===== src/rtl/adder_pkg.sv =====
// Shared definitions for the multiword adder sequencer: sequencer state encoding and default chunk width.
package adder_pkg;

    localparam int DEF_W = 64;

    localparam logic [1:0] IDLE  = 2'd0;
    localparam logic [1:0] ISSUE = 2'd1;
    localparam logic [1:0] WAIT  = 2'd2;
    localparam logic [1:0] DONE  = 2'd3;

endpackage


===== src/rtl/multiword_add_seq_if.sv =====
// Request/response handshake bundle of the multiword adder sequencer.
// Optional out_ovf exists only when MULTIWORD_ADD_SEQ_OVF_EN is defined.
interface multiword_add_seq_if
    import adder_pkg::*;
#(
    parameter int W     = DEF_W,
    parameter int WORDS = 4
);

    logic               in_valid;
    logic               in_ready;
    logic [W*WORDS-1:0] in_a;
    logic [W*WORDS-1:0] in_b;
    logic               in_cin;
    logic               out_valid;
    logic               out_ready;
    logic [W*WORDS-1:0] out_sum;
    logic               out_cout;
`ifdef MULTIWORD_ADD_SEQ_OVF_EN
    logic               out_ovf;
`endif

    modport slave (
        input  in_valid, in_a, in_b, in_cin, out_ready,
`ifdef MULTIWORD_ADD_SEQ_OVF_EN
        output out_ovf,
`endif
        output in_ready, out_valid, out_sum, out_cout
    );

    modport master (
        output in_valid, in_a, in_b, in_cin, out_ready,
`ifdef MULTIWORD_ADD_SEQ_OVF_EN
        input  out_ovf,
`endif
        input  in_ready, out_valid, out_sum, out_cout
    );

endinterface


===== src/rtl/mwadd_chunk_mux.sv =====
// Selects chunk idx of the latched operands for the adder; drives zeros
// whenever no chunk is being issued.
module mwadd_chunk_mux
    import adder_pkg::*;
#(
    parameter int W     = DEF_W,
    parameter int WORDS = 4,
    parameter int IDX_W = 2
) (
    input  logic               issue,
    input  logic [IDX_W-1:0]   idx,
    input  logic [W*WORDS-1:0] a,
    input  logic [W*WORDS-1:0] b,
    input  logic               cy,
    output logic [W-1:0]       add_a,
    output logic [W-1:0]       add_b,
    output logic               add_cin
);

    always_comb begin
        // NOTE: defaults first so every path assigns every output; no latch is inferred.
        add_a   = '0;
        add_b   = '0;
        add_cin = 1'b0;
        if (issue) begin
            add_a   = a[idx*W +: W];
            add_b   = b[idx*W +: W];
            add_cin = cy;
        end
    end

endmodule


===== src/rtl/multiword_add_seq.sv =====
// Sequences a WORDS x W-bit add through an external ADD_LAT-cycle W-bit adder, LSB chunk first.
// Define MULTIWORD_ADD_SEQ_OVF_EN to add the signed-overflow output out_ovf.
module multiword_add_seq
    import adder_pkg::*;
#(
    parameter int W       = DEF_W,
    parameter int WORDS   = 4,
    parameter int ADD_LAT = 2
) (
    input  logic                clk,
    input  logic                rst,
    multiword_add_seq_if.slave  bus,
    output logic [W-1:0]        add_a,
    output logic [W-1:0]        add_b,
    output logic                add_cin,
    input  logic [W-1:0]        add_sum,
    input  logic                add_cout
);

    localparam int FW    = W * WORDS;
    localparam int IDX_W = (WORDS > 1) ? $clog2(WORDS) : 1;
    localparam int CNT_W = (ADD_LAT > 1) ? $clog2(ADD_LAT) : 1;
    localparam logic [IDX_W-1:0] IDX_LAST = IDX_W'(WORDS - 1);
    localparam logic [CNT_W-1:0] CNT_LAST = CNT_W'(ADD_LAT - 1);

    logic [1:0]       state;
    logic [IDX_W-1:0] idx;
    logic [CNT_W-1:0] cnt;
    logic             cy;
    logic [FW-1:0]    a_lat;
    logic [FW-1:0]    b_lat;
    logic [FW-1:0]    res;
    logic             capture;

    // The adder output is only trusted ADD_LAT cycles after our own issue.
    assign capture = (state == WAIT) && (cnt == CNT_LAST);

    always_ff @(posedge clk) begin
        // NOTE: sequential state uses non-blocking assignments so every register sees pre-edge values.
        if (rst) begin
            state <= IDLE;
            idx   <= '0;
            cnt   <= '0;
            cy    <= 1'b0;
            a_lat <= '0;
            b_lat <= '0;
            res   <= '0;
        end else begin
            case (state)
                IDLE: begin
                    if (bus.in_valid) begin
                        a_lat <= bus.in_a;
                        b_lat <= bus.in_b;
                        cy    <= bus.in_cin;
                        idx   <= '0;
                        state <= ISSUE;
                    end
                end
                ISSUE: begin
                    cnt   <= '0;
                    state <= WAIT;
                end
                WAIT: begin
                    if (capture) begin
                        res[idx*W +: W] <= add_sum;
                        cy              <= add_cout;
                        if (idx == IDX_LAST) begin
                            state <= DONE;
                        end else begin
                            idx   <= idx + 1'b1;
                            state <= ISSUE;
                        end
                    end else begin
                        cnt <= cnt + 1'b1;
                    end
                end
                DONE: begin
                    if (bus.out_ready) state <= IDLE;
                end
                default: state <= IDLE;
            endcase
        end
    end

`ifdef MULTIWORD_ADD_SEQ_OVF_EN
    logic ovf;

    // Signed overflow: equal operand signs but a result sign that differs.
    always_ff @(posedge clk) begin
        if (rst) begin
            ovf <= 1'b0;
        end else if (capture && (idx == IDX_LAST)) begin
            ovf <= (a_lat[FW-1] == b_lat[FW-1]) && (add_sum[W-1] != a_lat[FW-1]);
        end
    end

    assign bus.out_ovf = ovf;
`endif

    assign bus.in_ready  = (state == IDLE);
    assign bus.out_valid = (state == DONE);
    assign bus.out_sum   = res;
    assign bus.out_cout  = cy;

    mwadd_chunk_mux #(
        .W     (W),
        .WORDS (WORDS),
        .IDX_W (IDX_W)
    ) u_chunk_mux (
        .issue   (state == ISSUE),
        .idx     (idx),
        .a       (a_lat),
        .b       (b_lat),
        .cy      (cy),
        .add_a   (add_a),
        .add_b   (add_b),
        .add_cin (add_cin)
    );

endmodule


===== src/flat_wrapper.sv =====
// flat-port wrapper written by rule: the top's interface ports become plain ports
module multiword_add_seq_flat import adder_pkg::*;
#(
    parameter int W       = DEF_W,
    parameter int WORDS   = 4,
    parameter int ADD_LAT = 2
)
  (clk, rst, add_a, add_b, add_cin, add_sum, add_cout, bus_in_valid, bus_in_a, bus_in_b, bus_in_cin, bus_out_ready, bus_in_ready, bus_out_valid, bus_out_sum, bus_out_cout);
  multiword_add_seq_if #(.W(W), .WORDS(WORDS)) bus_i ();
  input  logic clk;
  input  logic rst;
  output logic [W-1:0] add_a;
  output logic [W-1:0] add_b;
  output logic add_cin;
  input  logic [W-1:0] add_sum;
  input  logic add_cout;
  input wire logic [$bits(bus_i.in_valid)-1:0] bus_in_valid;
  input wire logic [$bits(bus_i.in_a)-1:0] bus_in_a;
  input wire logic [$bits(bus_i.in_b)-1:0] bus_in_b;
  input wire logic [$bits(bus_i.in_cin)-1:0] bus_in_cin;
  input wire logic [$bits(bus_i.out_ready)-1:0] bus_out_ready;
  output wire logic [$bits(bus_i.in_ready)-1:0] bus_in_ready;
  output wire logic [$bits(bus_i.out_valid)-1:0] bus_out_valid;
  output wire logic [$bits(bus_i.out_sum)-1:0] bus_out_sum;
  output wire logic [$bits(bus_i.out_cout)-1:0] bus_out_cout;
  assign bus_i.in_valid = bus_in_valid;
  assign bus_i.in_a = bus_in_a;
  assign bus_i.in_b = bus_in_b;
  assign bus_i.in_cin = bus_in_cin;
  assign bus_i.out_ready = bus_out_ready;
  assign bus_in_ready = bus_i.in_ready;
  assign bus_out_valid = bus_i.out_valid;
  assign bus_out_sum = bus_i.out_sum;
  assign bus_out_cout = bus_i.out_cout;
  multiword_add_seq #(.W(W), .WORDS(WORDS), .ADD_LAT(ADD_LAT)) u_core (.clk(clk), .rst(rst), .bus(bus_i), .add_a(add_a), .add_b(add_b), .add_cin(add_cin), .add_sum(add_sum), .add_cout(add_cout));
endmodule

===== config.mk =====
export PLATFORM = sky130hd
export DESIGN_NAME = multiword_add_seq_flat
export DESIGN_NICKNAME = d
export VERILOG_FILES = /design/src/rtl/adder_pkg.sv /design/src/rtl/multiword_add_seq_if.sv /design/src/rtl/mwadd_chunk_mux.sv /design/src/rtl/multiword_add_seq.sv /design/src/flat_wrapper.sv
export SDC_FILE = /design/constraint.sdc
export NUM_CORES = 2
export LEC_CHECK = 0
export CAP_MARGIN = 30
export CORE_AREA = 2 2 379 381
export DETAILED_ROUTE_END_ITERATION = 7
export DIE_AREA = 0 0 381 383
export SYNTH_ARGS = -nofsm -noshare
export SYNTH_HDL_FRONTEND = slang
export SYNTH_HIERARCHICAL = 1
export SYNTH_SLANG_ARGS = --single-unit

===== constraint.sdc =====
create_clock -name clk -period 5.3 [get_ports clk]
set_input_delay 0.53 -clock clk [delete_from_list [all_inputs] [get_ports clk]]
set_output_delay 0.53 -clock clk [all_outputs]
set_load 0.05 [all_outputs]

==> Word-level counts from Yosys, hierarchy flattened <==
Index checks and enable logic that the tools add are counted.
W data, S select, Z words.
{ "classes": {"n_addsub": 3, "mul": 0, "div_mod_pow": 0, "n_lt_le_gt_ge": 0, "eq_ne": 9, "shift": 4, "n_mux": 18, "n_bitwise": 0, "n_reduce_logical": 10} }
{ "op_table": {"columns": ["cell", "count"], "rows": [
  ["$shiftx A256 B9 Y64", 2],
  ["$bwmux W256", 1],
  ["$shift A64 B34 Y256 const A", 1],
  ["$shiftx A64 B34 Y256", 1],
  ["$mux W64", 2],
  ["$neg A8 Y34", 1],
  ["$mux W2", 7],
  ["$ne A2 B2 Y1 const B", 4],
  ["$pmux W2 S4", 1],
  ["$eq A2 B2 Y1 const B", 3],
  ["$reduce_and A2 Y1", 3],
  ["$reduce_and A3 Y1", 2],
  ["$mux W1", 4],
  ["$pmux W1 S2", 2],
  ["$pmux W2 S2", 1],
  ["$reduce_and A4 Y1", 1],
  ["$reduce_bool A2 Y1", 2],
  ["$add A2 B1 Y2 const B", 1],
  ["$eq A2 B1 Y1 const B", 1],
  ["$logic_not A2 Y1", 1],
  ["$ne A2 B1 Y1 const B", 1],
  ["$add A1 B1 Y1 const B", 1],
  ["$logic_and A1 B1 Y1", 1]
]} }
{ "totals": {"reg_bits": 774, "latch_bits": 0, "mem_bits_rw": 0, "romBits": 0, "inputBits": 582, "output_inout_bits": 388, "wordCells": 51, "n_memories": 0} }

==> Depth between registers and ports, before layout <==
{ "logic_depth": {"ltp_word": 4, "depth_mapped": 8, "mapped_depth_nobuf": 5} }

==> By module <==
The synthesis kept the hierarchy.
{ "by_module_without_submodules": {"columns": ["mod", "instances", "cells_per_inst", "area_each_um2", "seq_area_each_um2"], "rows": [
  ["multiword_add_seq", 1, 3422, 27471.3, 15494.9],
  ["mwadd_chunk_mux", 1, 444, 3995.1, 0.0]
]} }

==> Least setup slack after synthesis <==
No wires, ideal clock.
{ "synth_path": {"kind": "register to output", "start": "register u_core.state[0]", "end": "output add_a[42]", "arrival_ns": 2.201, "required_ns": 4.770, "slack_ns": 2.569, "path_stages_with_launch": 9, "n_path_buf": 4, "path_cell_list": "dfxtp_1 > buf_2 > clkbuf_1 > inv_1 > nor2_1 > nand2_1 > clkbuf_1 > buf_2 > o22ai_1"} }
{ "synth_between": {"elab_chain_cells": 2} }
{ "synth_rtl": {"columns": ["element", "line_no", "source"], "rows": [
  ["start: declaration", "multiword_add_seq.sv:26", "logic [1:0] state;"],
  ["start signal: assignment", "multiword_add_seq.sv:41", "state <= IDLE;"],
  ["start signal: assignment", "multiword_add_seq.sv:56", "state <= ISSUE;"],
  ["start signal: assignment", "multiword_add_seq.sv:61", "state <= WAIT;"],
  ["$eq A2 B1 Y1", "multiword_add_seq.sv:110", ".issue (state == ISSUE),"],
  ["$mux W64", "mwadd_chunk_mux.sv:25", "if (issue) begin"],
  ["end: declaration", "flat_wrapper.sv:12", "output logic [W-1:0] add_a;"]
]} }
No other way between the ends.

==> Worst setup path in the final report <==
{ "layout_path": {"start": "register u_core.idx[1]", "end": "output add_b[48]"} }
{ "layout_between": {"elab_chain_cells": 2} }
{ "layout_rtl": {"columns": ["element", "line_no", "source"], "rows": [
  ["start: declaration", "multiword_add_seq.sv:27", "logic [IDX_W-1:0] idx;"],
  ["start signal: assignment", "multiword_add_seq.sv:70", "idx <= idx + 1'b1;"],
  ["$shiftx A256 B9 Y64", "mwadd_chunk_mux.sv:27", "add_b = b[idx*W +: W];"],
  ["$mux W64", "mwadd_chunk_mux.sv:25", null],
  ["end: declaration", "flat_wrapper.sv:13", "output logic [W-1:0] add_b;"]
]} }
No other way between the ends.

==> metrics <==
# Max-Cap Violations=0; DP Cell Count=6460; DR WL/cell=21.1 um; CP endpoint kind=primary output; final antenna-violating net count=0; leading post-synthesis cells by cell area=dfxtp_1 (49%), nand2_1 (15%), a21oi_1 (12%); vias in the first global route=29400; Hold Crit Class=in2reg; GRT Total Usage=18.2%; clock root buffer master=clkbuf_16; routed vias=30700; die height=383 um; Critical-path top delay cell=clkdlybuf4s50_1; Placer Congestion=0.938; Slew Limit Fails=0; Core Area=142000 sq um; Hold WS=394 ps; Reg clk slew, reported paths=70 ps; final hold vios=0; Seq. cell area=15500 sq um; DR pass1 iterations=8; layout cells sized above 1=5.68%; failing checks=design-rule violations; Yosys top cell area share=49.2%; Vias/cell=4.61; r2r setup slk=1920 ps; post-cts resize count=0; Seq/Total Area, Yosys=49.2%; Worst R2R End=u_core/bus.out_sum[118]$_SDFFE_PP0P_; GR Overflow Total=0; Initial Util=22.1%; Rel. slew slack=30.2%; worst-margin pin slew=1050 ps; Final TNS setup=0 ps; Synth cell types=39; WP depth=4; Nets=5237; initial DRC count=2008; Netlist Area Pre-Place=31500 sq um; crit path to=add_b[48]; CTS tree=built; IO Pins=970; Peak Freq=238 MHz; combinational share of power=11.6%; count leader, synth=nand2_1; DRC errors left=4; initial antenna violation count=38; critical path's top delay family=buffers and inverters; Post-CTS Hold Fix Bufs=0; Arr. time, crit path=3680 ps; Rows=139; Most used DFF post-synth=dfxtp_1; Pwr per Cell Area=319 nW/um^2; maximum VDD drop=0.000225 V; Post-synth EDFFs=0; CTS buffer count=91; worst r2r src=u_core/idx[1]$_SDFFE_PP0P_; Mapped Cells=3866; status=finished, violations left; most frequent cells after synthesis=nand2_1 (1284), dfxtp_1 (774), a21oi_1 (751); number of synthesized register bits=774; CP cell instances=buf_4, mux2i_1, o22ai_1, clkdlybuf4s50_1; first-pass GRT wire length=200 mm; post-CTS setup repair buffer count=0; final setup fails=0; YS warnings=6; Worst path max stage delay=830 ps; Switching Fraction=26.3%; Die X=381 um; Reg2Reg Depth=6; Net Count, Synth=4453; Clock Power Share=45.0%; Critical Path Start Type=flop; leakage=0.0148 uW; NetSw=3810 uW; clk_skew=29.2 ps; Detailed Place HPWL=101 mm; final worst path period need=4210 ps; critical path fanouts, max=43; final wirelength=140 mm; Setup CP Type=reg2out; cell accounting for the most synthesized area=dfxtp_1; Pint=10700 uW; CP startpoint=u_core/idx[1]$_SDFFE_PP0P_; Avg Inst Size Synth=8.14 sq um; pin count of the biggest net entering global routing=175; CTS HTree Levels=3; die area=146000 sq um; Area growth syn-to-layout=44.1%; clk_lat worst skew=680 ps; CTS sink count=774; Multi-input gate area=14000 sq um; unrepaired setup endpoints after global routing=false; final cell count without fillers=6645; Crit path required time=4770 ps; Worst Path Buf+Inv=2; clk buf depth=3; Fillers=15100; Final Cycle Share=79.4%; number of port buffers=969; Seq pwr share=43.3%; share of flip-flops with an asynchronous set or reset=0%
power by group through the flow:
| stage | clock network, uW | registers (uW) | logic [uW] |
|---|---|---|---|
| detailed placement | 0 | 6390 | 1680 |
| global route | 6900 | 6290 | 1820 |
| finish | 6510 | 6270 | 1680 |
| CTS | 6680 | 6270 | 1690 |
| floorplan | 0 | 6340 | 859 |
| global placement | 0 | 6390 | 1670 |
cell families (layout without fill, tap and decap cells):
family,after synthesis,in the layout,synth area share (%)
AO/OA/AOI/OAI,907,907,15.2
adder cells (fa/ha/maj),5,5,0.199
buffers and inverters,348,1203,6.59
flip-flops,774,774,49.2
multiplexers,257,257,8.18
other,0,21,0
AND/OR/NAND/NOR,1575,1575,20.5
worst min path at each step:
stage                                                     from                              endpoint  cells past startpoint
final                                             bus_in_b[10]         u_core/b_lat[10]$_SDFFE_PP0P_                      3
after global routing                               bus_in_b[2]          u_core/b_lat[2]$_SDFFE_PP0P_                      3
after CTS                                         bus_in_b[10]         u_core/b_lat[10]$_SDFFE_PP0P_                      3
after detailed placement   u_core/bus.out_sum[76]$_SDFFE_PP0P_   u_core/bus.out_sum[76]$_SDFFE_PP0P_                      2
after global placement    u_core/bus.out_sum[102]$_SDFFE_PP0P_  u_core/bus.out_sum[102]$_SDFFE_PP0P_                      2
after floorplan                   u_core/a_lat[0]$_SDFFE_PP0P_          u_core/a_lat[0]$_SDFFE_PP0P_                      2
layout by cell type, fill, tap and decap left out, drive strengths merged, types with 17 or more instances in the layout:
master         netlist  final
a21oi              771    771
buf                230     68
clkbuf             115    136
clkdlybuf4s50        0    968
clkinv               0     17
dfxtp              774    774
diode                0     21
mux2i              257    257
nand2             1284   1284
nand3              256    256
o22ai              128    128
sequential cells by signal, indices dropped and copies added (netlist names):
register,count
u_core/a_lat,256
u_core/b_lat,256
u_core/bus.out_sum,256
u_core/idx,2
u_core/state,2
u_core/bus.out_cout,1
u_core/cnt,1
per-layer routing:
metal	vias to the layer above	share of wire [%]	global-route usage [%]
li1	14600	-	-
met1	14700	42	22.8
met2	1159	47	29.7
met3	239	7.4	5.00
met4	14	3.5	6.88
met5	-	0.063	0
through the flow:
step | instance area (sq um) | util (%) | total power, uW | setup WS [ps]
finish | 45300 | 31.9 | 14500 | 1090
detailed placement | 42200 | 29.7 | 8070 | 1710
floorplan | 31500 | - | 7200 | 2570
global route | 45300 | 31.9 | 15000 | 787
global placement | 42200 | 29.7 | 8060 | 1740
CTS | 45300 | 31.8 | 14600 | 935
area by class of cell:
class	instances	area share (%)
Multi-Input combinational cell	2744	30.8
Tap cell	1903	5.25
Sequential cell	774	34.2
Inverter	3	0.0248
Clock buffer	136	5.97
Antenna cell	21	0.116
Clock inverter	28	0.844
Timing Repair Buffer	1036	22.8
worst min-delay path: stages:
cell,delay [ps]
clkdlybuf4s50_1,400
nand2_1,60
a21oi_1,50
(Power assumes the default switching activity.)
